$ cat config.mk
export PLATFORM = sky130hd
export DESIGN_NAME = instr_encode
export DESIGN_NICKNAME = d
export VERILOG_FILES = /design/src/rtl/instr_encode.sv
export SDC_FILE = /design/constraint.sdc
export NUM_CORES = 1
export LEC_CHECK = 0
export CORE_UTILIZATION = 52
export CTS_CLUSTER_DIAMETER = 120
export DETAILED_ROUTE_END_ITERATION = 8
export GPL_TIMING_DRIVEN = 0
export PLACE_DENSITY = 0.85
export SLEW_MARGIN = 5
export SYNTH_ARGS = -nofsm -noshare
export SYNTH_HDL_FRONTEND = slang
export SYNTH_SLANG_ARGS = --single-unit
$ cat constraint.sdc
create_clock -name clk -period 7.8 [get_ports clk]
set_input_delay 1.17 -clock clk [delete_from_list [all_inputs] [get_ports clk]]
set_output_delay 1.17 -clock clk [all_outputs]
set_load 0.03 [all_outputs]
$ cat src/rtl/instr_encode.sv
// -----------------------------------------------------------------------------
// instr_encode
//   Encodes decoded RV32I instruction fields back into a 32-bit instruction word
//   and queues the result in a small output FIFO.
//
//   A request is accepted on a rising edge with in_valid=1, in_ready=1 and
//   flush=0. The word is encoded combinationally and pushed on that same edge,
//   so out_valid rises one cycle later. Requests with an illegal opcode or an
//   immediate that the format cannot represent are replaced by a NOP
//   (32'h00000013) and flagged with out_err=1.
//
//   Ports
//     clk, rst                : clock (rising edge), async active-high reset
//     flush                   : synchronous clear of the output FIFO
//     in_valid / in_ready     : request handshake
//     in_opcode .. in_rd      : instruction fields
//     in_imm                  : unscrambled immediate (CSR address for SYSTEM)
//     out_valid / out_ready   : result handshake
//     out_ins, out_err        : head-of-FIFO word and its illegal flag
//     enc_count               : accepted requests, wraps at 16 bits
//     err_count               : illegal requests, saturates at 8'hFF
// -----------------------------------------------------------------------------
module instr_encode #(
    parameter int FIFO_DEPTH = 2
) (
    input  logic        clk,
    input  logic        rst,
    input  logic        flush,
    input  logic        in_valid,
    output logic        in_ready,
    input  logic [6:0]  in_opcode,
    input  logic [2:0]  in_funct3,
    input  logic [6:0]  in_funct7,
    input  logic [4:0]  in_rs1,
    input  logic [4:0]  in_rs2,
    input  logic [4:0]  in_rd,
    input  logic [31:0] in_imm,
    output logic        out_valid,
    input  logic        out_ready,
    output logic [31:0] out_ins,
    output logic        out_err,
    output logic [15:0] enc_count,
    output logic [7:0]  err_count
);

    localparam int PTR_W = (FIFO_DEPTH > 1) ? $clog2(FIFO_DEPTH) : 1;
    localparam int CNT_W = PTR_W + 1;
    localparam logic [CNT_W-1:0] DEPTH_C = CNT_W'(FIFO_DEPTH);
    localparam logic [31:0] NOP_C = 32'h00000013;

    // ------------------------------------------------------------------
    // Encoder
    // ------------------------------------------------------------------
    logic [31:0] enc_ins;
    logic        enc_err;
    logic [31:0] raw_ins;
    logic        raw_err;

    always_comb begin
        raw_ins = '0;
        raw_err = 1'b0;
        case (in_opcode)
            7'b1100111, 7'b0000011, 7'b0010011: begin
                raw_ins = {in_imm[11:0], in_rs1, in_funct3, in_rd, in_opcode};
                raw_err = (in_imm != {{20{in_imm[11]}}, in_imm[11:0]});
            end
            7'b1110011: begin
                raw_ins = {in_imm[11:0], in_rs1, in_funct3, in_rd, in_opcode};
                raw_err = (in_imm[31:12] != 20'd0);
            end
            7'b0110111, 7'b0010111: begin
                raw_ins = {in_imm[31:12], in_rd, in_opcode};
                raw_err = (in_imm[11:0] != 12'd0);
            end
            7'b1101111: begin
                raw_ins = {in_imm[20], in_imm[10:1], in_imm[11], in_imm[19:12],
                           in_rd, in_opcode};
                raw_err = in_imm[0] || (in_imm != {{11{in_imm[20]}}, in_imm[20:0]});
            end
            7'b1100011: begin
                raw_ins = {in_imm[12], in_imm[10:5], in_rs2, in_rs1, in_funct3,
                           in_imm[4:1], in_imm[11], in_opcode};
                raw_err = in_imm[0] || (in_imm != {{19{in_imm[12]}}, in_imm[12:0]});
            end
            7'b0100011: begin
                raw_ins = {in_imm[11:5], in_rs2, in_rs1, in_funct3, in_imm[4:0], in_opcode};
                raw_err = (in_imm != {{20{in_imm[11]}}, in_imm[11:0]});
            end
            7'b0110011: begin
                raw_ins = {in_funct7, in_rs2, in_rs1, in_funct3, in_rd, in_opcode};
                raw_err = 1'b0;
            end
            default: begin
                raw_ins = '0;
                raw_err = 1'b1;
            end
        endcase
        enc_err = raw_err;
        enc_ins = raw_err ? NOP_C : raw_ins;
    end

    // ------------------------------------------------------------------
    // Output FIFO
    // ------------------------------------------------------------------
    logic [32:0]      mem [FIFO_DEPTH];
    logic [PTR_W-1:0] wr_ptr_q, wr_ptr_d;
    logic [PTR_W-1:0] rd_ptr_q, rd_ptr_d;
    logic [CNT_W-1:0] count_q, count_d;
    logic [15:0]      enc_count_q, enc_count_d;
    logic [7:0]       err_count_q, err_count_d;
    logic             push, pop;

    // in_ready deliberately ignores out_ready: a full FIFO only frees a slot
    // after the pop edge, which keeps out_ready off the in_ready path.
    assign in_ready  = (count_q < DEPTH_C) && !flush;
    assign out_valid = (count_q != '0);
    assign push      = in_valid && in_ready;
    assign pop       = out_valid && out_ready && !flush;

    // Gate the head entry so outputs read zero whenever the FIFO is empty,
    // including while reset is held.
    assign out_ins = out_valid ? mem[rd_ptr_q][31:0] : 32'd0;
    assign out_err = out_valid ? mem[rd_ptr_q][32]   : 1'b0;

    assign enc_count = enc_count_q;
    assign err_count = err_count_q;

    always_comb begin
        wr_ptr_d    = wr_ptr_q;
        rd_ptr_d    = rd_ptr_q;
        count_d     = count_q;
        enc_count_d = enc_count_q;
        err_count_d = err_count_q;
        if (flush) begin
            wr_ptr_d = '0;
            rd_ptr_d = '0;
            count_d  = '0;
        end else begin
            // Pointers wrap naturally because FIFO_DEPTH is a power of two.
            if (push) wr_ptr_d = wr_ptr_q + PTR_W'(1);
            if (pop)  rd_ptr_d = rd_ptr_q + PTR_W'(1);
            if (push && !pop)      count_d = count_q + CNT_W'(1);
            else if (pop && !push) count_d = count_q - CNT_W'(1);
        end
        if (push) begin
            enc_count_d = enc_count_q + 16'd1;
            if (enc_err && (err_count_q != 8'hFF))
                err_count_d = err_count_q + 8'd1;
        end
    end

    always_ff @(posedge clk or posedge rst) begin
        if (rst) begin
            wr_ptr_q    <= '0;
            rd_ptr_q    <= '0;
            count_q     <= '0;
            enc_count_q <= '0;
            err_count_q <= '0;
        end else begin
            wr_ptr_q    <= wr_ptr_d;
            rd_ptr_q    <= rd_ptr_d;
            count_q     <= count_d;
            enc_count_q <= enc_count_d;
            err_count_q <= err_count_d;
        end
    end

    // Storage needs no reset: entries are only visible while count_q != 0.
    always_ff @(posedge clk) begin
        if (push) mem[wr_ptr_q] <= {enc_err, enc_ins};
    end

endmodule
---- After elaboration in Yosys (flattened, before gate mapping) ----
Memory sizes are Yosys's and may differ from the RTL's.
Index checks and enable logic that the tools add are counted.
storage, ports and cells
  register bits after elaboration ......... 28
  bits in latches ......................... 0
  memory bits (writable) .................. 66
  ROM bits ................................ 0
  output and inout port bits .............. 59
  memories kept ........................... 1
memory list
  name  words  width  rd ports  clocked after Yosys merged registers in  wr ports  RTL line  text
  mem   2      33     1         0                                        1         105       logic [32:0] mem [FIFO_DEPTH];
cells by class
  add/subtract/negate cells ............... 6
  $mul .................................... 0
  divide/modulo/power cells ............... 0
  order comparisons ....................... 1
  equal/unequal tests ..................... 14
  shift-type cells ........................ 0
  multiplexer cells ....................... 14
  bitwise gates (word level) .............. 0
  reductions and logical operators ........ 22
operator list
  kind                                                                   number
  32-bit case mux with 6 select lines                                    1
  32-bit two-way mux                                                     2
  7-bit equality test, second input constant                             4
  7-bit by 6-bit equality test with 1-bit output, second input constant  3
  20-bit inequality test                                                 1
  20-bit nonzero test                                                    1
  19-bit inequality test                                                 1
  16-bit by 1-bit adder with 16-bit output, second input constant        1
  7-bit by 5-bit equality test with 1-bit output, second input constant  2
  12-bit nonzero test                                                    1
  11-bit inequality test                                                 1
  8-bit by 1-bit adder with 8-bit output, second input constant          1
  8-bit inequality test, second input constant                           1
  4-bit OR reduction                                                     2
  7-bit by 2-bit equality test with 1-bit output, second input constant  1
  1-bit logical AND                                                      7
  1-bit two-way mux                                                      7
  2-bit two-way mux                                                      3
  1-bit case mux with 6 select lines                                     1
  2-bit nonzero test                                                     3
  1-bit zero test                                                        3
  3-bit nonzero test                                                     1
  1-bit adder, second input constant                                     2
  2-bit by 1-bit adder with 2-bit output, second input constant          1
  other kinds (5)                                                        6

---- Depth between registers and ports, before layout ----
Gate-level depths: netlist of the first run.
  word-level depth ........................ 8
  mapped depth ............................ 11
  depth with buffers taken out ............ 9

---- Worst setup path after synthesis of the first run ----
No wires, ideal clock.
  path kind ............................... input to register
  start ................................... input port flush
  end ..................................... memory mem[0][0] (enable)
  arrival ................................. 3.172 ns
  path slack .............................. 4.205 ns
  stages on the path ...................... 4
  cells stage by stage .................... clkbuf_1 > or2_2 > clkbuf_1 > nor2_1
between the ends
  cells in the longest elaborated chain, start to end .. 5
ends and longest elaborated chain
  element                                  RTL line  text
  from (decl)                              28        input logic flush,
  1-bit zero test                          115       assign in_ready = (count_q < DEPTH_C) && !flush;
  1-bit logical AND                        115
  1-bit logical AND                        117       assign push = in_valid && in_ready;
  1-bit two-way mux                        170       if (push) mem[wr_ptr_q] <= {enc_err, enc_ins};
  1-bit two-way mux (not written as such)  170
  to (decl)                                105
No other way between the ends.

---- Worst setup path after layout of the first run ----
  start ................................... register rd_ptr_q
  end ..................................... output port out_ins[21]
between the ends
  cells in the longest elaborated chain, start to end .. 2
ends and longest elaborated chain
  element                 RTL line  text
  from (decl)             107       logic [PTR_W-1:0] rd_ptr_q, rd_ptr_d;
  from (signal assigned)  161       rd_ptr_q <= rd_ptr_d;
  memory read 2 x 33 bit  n/a
  32-bit two-way mux      122       assign out_ins = out_valid ? mem[rd_ptr_q][31:0] : 32'd0;
  to (decl)               40        output logic [31:0] out_ins,
No other way between the ends.

==> run metrics, run 1 <==
min Tclk post-route 3850 ps; r2r startpoint count_q[1]$_DFFE_PP0P_; clk sinks 94; Worst Min Path Start enc_count[15]$_DFFE_PP0P_; Psw 426 uW; Compound-Gate Fraction of Synth Area 0.0914; Critical Path Fanout Max 10; Relative slew margins 0.287; Tcrit/Tclk final 0.493; Worst VDD drop 0.105 mV; finished layout cell area 0.00634 sq mm; sequential element share of the synthesized area 0.566; library cells used by synthesis 46; Post-DRT Antenna Nets 0; final slew viol count 0; fillers 638; DP HPWL 9000 um; antenna violations before repair 0; CTS clock-pin slew for the worst setup and hold paths 110 ps; Pwr Density 202 mW/mm^2; Layout Cells excl Fill 680; Layout area overhead 33.8%; placed insts 664; TritonCTS buffer count 9; Top FF cell, synth edfxtp_1; largest net degree at the start of global routing 34; clk_skew 18.1 ps; Setup TNS 0 ps; Clock Tree Buf Depth 2; Core Util, Final 0.724; Comb power frac 0.277; Core Rows 34; Yosys reg bits 94; post-synthesis cell count 428; share of cells above drive strength 1 0.0594; Core Box Area 0.00876 sq mm; status completed; mux contribution to synthesized area 0.0745; Post-Synth XOR/XNOR Area 0.0444; Critical Path Source rd_ptr_q$_DFFE_PP0P_; Hold Path Class reg -> reg; DRC errors left 0; worst min-delay path endpoint enc_count[15]$_DFFE_PP0P_; antenna diode count 0; Die X 97.5 um; Final setup viols 0; synth cell count leaders nor2_1 (82), edfxtp_1 (66), mux2i_1 (33), dfrtp_1 (28), nand2_1 (26); post_cts resized 0; capture point of the worst reg-to-reg path mem[1][11]$_DFFE_PP_; most frequent CP cell clkbuf_1; leakage power 0.00228 uW; fmax 0.260 GHz; Initial DRC Count 304; slowest CP cell clkdlybuf4s50_1; io pins 128; Final Net Count 640; Setup Buffers After CTS 0; Final Power 1280 uW; vias post-DR 3,993; PortBufs 124; largest family of logic cells by synthesized area simple AND/OR/NAND/NOR gates; routability cong. 0.961; vias per cell 5.87; synthesized area per cell 11.1 sq um; H-tree depth 3; Sequential Power Share 0.479; simple-gate share of the synthesized area 0.180; global-route wire length before repair 19,500 um; hold buffers post-CTS 0; top post-synthesis cells by area edfxtp_1 (42%), dfrtp_1 (15%), mux2i_1 (7.0%); clock power share 0.244; Setup crit end kind primary output; final WL 12,200 um; Ys Warns 0; Overflow after GRT 0; final hold viol count 0; placed cell areas 0.00616 sq mm; root buffer cell clkbuf_8; area leader, netlist edfxtp_1; worst endpoint required time 6630 ps; Post-synth ARST share 0.298; CP arrival 2680 ps; Worst R2R Setup Slack 5310 ps; multi-input logic area 0.00192 sq mm; kind of critical path reg -> out; Total Routing Usage GR 0.260; cell breakdown of the critical path clkbuf_1 -> clkbuf_1 -> mux2i_1 -> nor2_1 -> clkdlybuf4s50_1; Max stage delay on crit path 720 ps; worst skew pair latency 370 ps; chip height 97.5 um; Worst Reg-to-Reg Cells 3; register area 0.00268 sq mm; Netlist Area Pre-Place 0.00474 sq mm; number of global-route vias before repair 3,984; Avg WL per Cell 17.9 um; die area 0.00950 sq mm; Post-synth EDFFs 66; sw frac 0.333; worst slew pin tran 1070 ps; Critical Path Start Type register; hold-critical path depth 1; CTS tree done; Synth top area share 0.418; cell internal pwr 854 uW; most common cell in the synthesized netlist nor2_1; Starting Density 0.541; unrepaired setup endpoints after global routing no; post-synthesis adder-cell area fraction 0.0106; Max Cap Viol 0; drt pass-1 iters 7
==> power by group through the flow <==
stage          Clock [uW]  Sequential, uW  Combinational [uW]
2_1_floorplan           0             669                 141
3_3_place_gp            0             620                 343
3_5_place_dp            0             622                 353
4_1_cts               314             612                 356
5_1_grt               333             617                 375
6_report              313             613                 355
==> state kept, by name (all words and copies together), names as in the netlist <==
| register | count |
|---|---|
| rd_ptr_q | 1 |
| count_q | 2 |
| mem | 66 |
| enc_count | 16 |
| wr_ptr_q | 1 |
| err_count | 8 |
==> layout by cell type, fill, tap and decap left out, types with 3 or more instances in the layout <==
cell / count
a31oi_1: 5
a21oi_1: 12
nand4_1: 13
nor4_1: 9
ha_1: 4
edfxtp_1: 66
nand2_1: 26
clkbuf_1: 15
nand2b_1: 5
conb_1: 4
nand3_1: 12
mux2i_1: 33
inv_6: 3
xnor2_1: 18
xor2_1: 6
dfrtp_1: 28
clkbuf_8: 9
inv_1: 12
buf_6: 3
a222oi_1: 12
o21ai_0: 6
nor3_1: 4
a22oi_1: 13
nor2_1: 81
and3_1: 9
clkdlybuf4s50_1: 124
==> how the worst max path moves through the flow <==
stage                      endpoint  slack (ps)  cells past startpoint
2_1_floorplan   mem[0][0]$_DFFE_PP_        4210                      4
3_3_place_gp   mem[0][27]$_DFFE_PP_        2940                      5
3_5_place_dp    mem[0][4]$_DFFE_PP_        3950                      8
4_1_cts                 out_ins[26]        3940                      5
5_1_grt                  out_ins[3]        3790                      5
6_report                out_ins[21]        3950                      5
==> through the flow <==
stage,hold slack (ps),setup WS [ps]
4_1_cts,481,3940
5_1_grt,522,3790
3_3_place_gp,461,2940
2_1_floorplan,519,4210
3_5_place_dp,462,3950
6_report,476,3950
==> final cells by class <==
| cell class | count | share of cell area |
|---|---|---|
| inverter | 12 | 0.00710 |
| buffer | 22 | 0.0170 |
| tap | 108 | 0.0213 |
| clock inverter | 6 | 0.00789 |
| multi-input combinational | 303 | 0.303 |
| timing repair buffer | 125 | 0.200 |
| clock buffer | 10 | 0.0203 |
| sequential | 94 | 0.423 |
==> routing by layer <==
layer,vias to the layer above,track usage,wire (um)
li1,1855,-,-
met1,1875,0.326,4840
met2,220,0.439,6040
met3,43,0.0432,878
met4,0,0.121,402
met5,-,0,0
==> critical path: cells and delay by family, from the launching register on <==
family,cells,cell delay [ps]
buf+inv,3,1700
flops,1,340
mux,1,160
simple gates,1,120
==> kinds of logic after synthesis <==
kind of cell,count (synthesis)
buf+inv,34
mux,35
xor+xnor,24
fa+ha+maj,4
flops,94
other cells,1
simple gates,178
compound gates,58
Power figures use the tool's default switching activity.
==> run 2: changes to the inputs <==
Settings changed: CORE_UTILIZATION 52 to 49, PLACE_DENSITY 0.85 to 0.81.
Clock period 7.8 ns to 3.7 ns, I/O delays scaled along.
==> run 2 against run 1 <==
  * First-iteration DRC count down 3.0%
  * Hold slack lost 2.8 ps
  * Non-clock buffer count unchanged
  * Utilization decreased by 3.5 points
  * Clock skew shrank 4.3 ps
  * Total power rose by 110%
  * Critical path depth is the same
  * Global-route usage decreased by 0.64 points
  * Count of clock-buffer cells in the layout unchanged
  * Critical endpoint is now out_ins[22]
  * Register-to-register slack lost 4100 ps
  * Combinational power up 110%
==> run metrics, run 2 (synthesis results as in run 1) <==
Final Net Count 640; Avg WL per Cell 17.4 um; hold buffers post-CTS 0; largest net degree at the start of global routing 34; CTS tree done; Die X 100 um; clk sinks 94; Critical Path Start Type register; die area 0.0101 sq mm; DRC errors left 0; DP HPWL 9220 um; worst skew pair latency 370 ps; slowest CP cell clkdlybuf4s50_1; Total Routing Usage GR 0.253; antenna diode count 0; delay-heaviest family, CP buffers and inverters; Setup Buffers After CTS 0; antenna violations before repair 0; Critical Path Fanout Max 10; vias per cell 5.57; drt pass-1 iters 7; chip height 100 um; worst slew pin tran 1060 ps; commonest non-fill, non-tap cell in the layout clkdlybuf4s50_1; Initial DRC Count 295; max reg flops 66; Core Box Area 0.00928 sq mm; most frequent CP cell clkbuf_1; Clock Tree Buf Depth 2; commonest cells after routing, fill and taps aside clkdlybuf4s50_1 (124), nor2_1 (81), edfxtp_1 (66); number of global-route vias before repair 3,909; root buffer cell clkbuf_8; vias post-DR 3,904; status completed; leakage power 0.00229 uW; Tcrit/Tclk final 0.887; kind of critical path reg -> out; Final setup viols 0; final slew viol count 0; CTS clock-pin slew for the worst setup and hold paths 110 ps; placed insts 685; Worst Hold Slack 473 ps; Layout Cells excl Fill 701; Worst VDD drop 0.211 mV; unrepaired setup endpoints after global routing no; PortBufs 124; Setup TNS 0 ps; io pins 128; clk_skew 13.8 ps; post_cts resized 0; Relative slew margins 0.293; Pwr Density 426 mW/mm^2; Max stage delay on crit path 700 ps; Starting Density 0.510; Biggest register mem; Setup crit end kind primary output; Core Rows 35; final WL 12,200 um; cell breakdown of the critical path clkbuf_1 -> clkbuf_1 -> mux2i_1 -> nor2_1 -> clkdlybuf4s50_1; TritonCTS buffer count 9; min Tclk post-route 3280 ps; Hold Path Class reg -> reg; CP arrival 2730 ps; Max Cap Viol 0; share of cells above drive strength 1 0.0594; worst endpoint required time 3140 ps; Post-DRT Antenna Nets 0; crit path buf inv count 3; Layout area overhead 35.0%; final hold viol count 0; routability cong. 0.885; Overflow after GRT 0; fmax 0.305 GHz; global-route wire length before repair 19,400 um; H-tree depth 3
[run 2: routing by layer]
layer | track usage | wire length [um] | up-vias
met5 | 0 | 0 | -
met4 | 0.0936 | 219 | 0
met3 | 0.0467 | 663 | 16
met2 | 0.430 | 6150 | 154
met1 | 0.324 | 5170 | 1868
li1 | - | - | 1866
[run 2: worst reg2reg max path: stages, from the launching register on]
cell and delay, ps:
dfrtp_1 440, nand2b_1 260, nor2_1 560, and2_2 820
[run 2: final cells by class]
class / count / area (sq um)
buffer: 22 / 108
clock buffer: 10 / 149
clock inverter: 6 / 57.6
fill: 747 / 2890
inverter: 12 / 45.0
multi-input combinational: 303 / 1920
sequential: 94 / 2680
tap: 129 / 161
timing repair buffer: 125 / 1270
[run 2: stage by stage]
step	area, sq um	total power, uW	setup slack (ps)	util
after global routing	6390	2840	284	0.689
after floorplan	4750	1710	720	-
final	6390	2730	417	0.689
after global placement	6150	2040	-571	0.663
after CTS	6390	2750	421	0.689
after detailed placement	6190	2050	460	0.667
[run 2: path summary, 6_finish.rpt]
check	cells past startpoint	slack, ps	to	from
max	5	420	out_ins[22]	rd_ptr_q$_DFFE_PP0P_
min	1	470	enc_count[15]$_DFFE_PP0P_	enc_count[15]$_DFFE_PP0P_
max reg2reg	3	1230	mem[1][30]$_DFFE_PP_	count_q[1]$_DFFE_PP0P_
min reg2reg	1	470	enc_count[15]$_DFFE_PP0P_	enc_count[15]$_DFFE_PP0P_
max in group asynchronous	2	2310	err_count[0]$_DFFE_PP0P_	rst
min in group asynchronous	2	730	enc_count[13]$_DFFE_PP0P_	rst
[run 2: where the power goes]
| group | total (uW) | switching [uW] | leakage (uW) | internal, uW |
|---|---|---|---|---|
| combinational | 740 | 409 | 0.00116 | 331 |
| sequential | 1290 | 82.4 | 0.00102 | 1210 |
| clock | 697 | 397 | 0.000106 | 300 |
==> run 3: changes to the inputs <==
Settings changed: HOLD_SLACK_MARGIN set to 0.05.
==> results of run 3 <==
The final DEF is identical to that of run 2; final timing and power are the same.
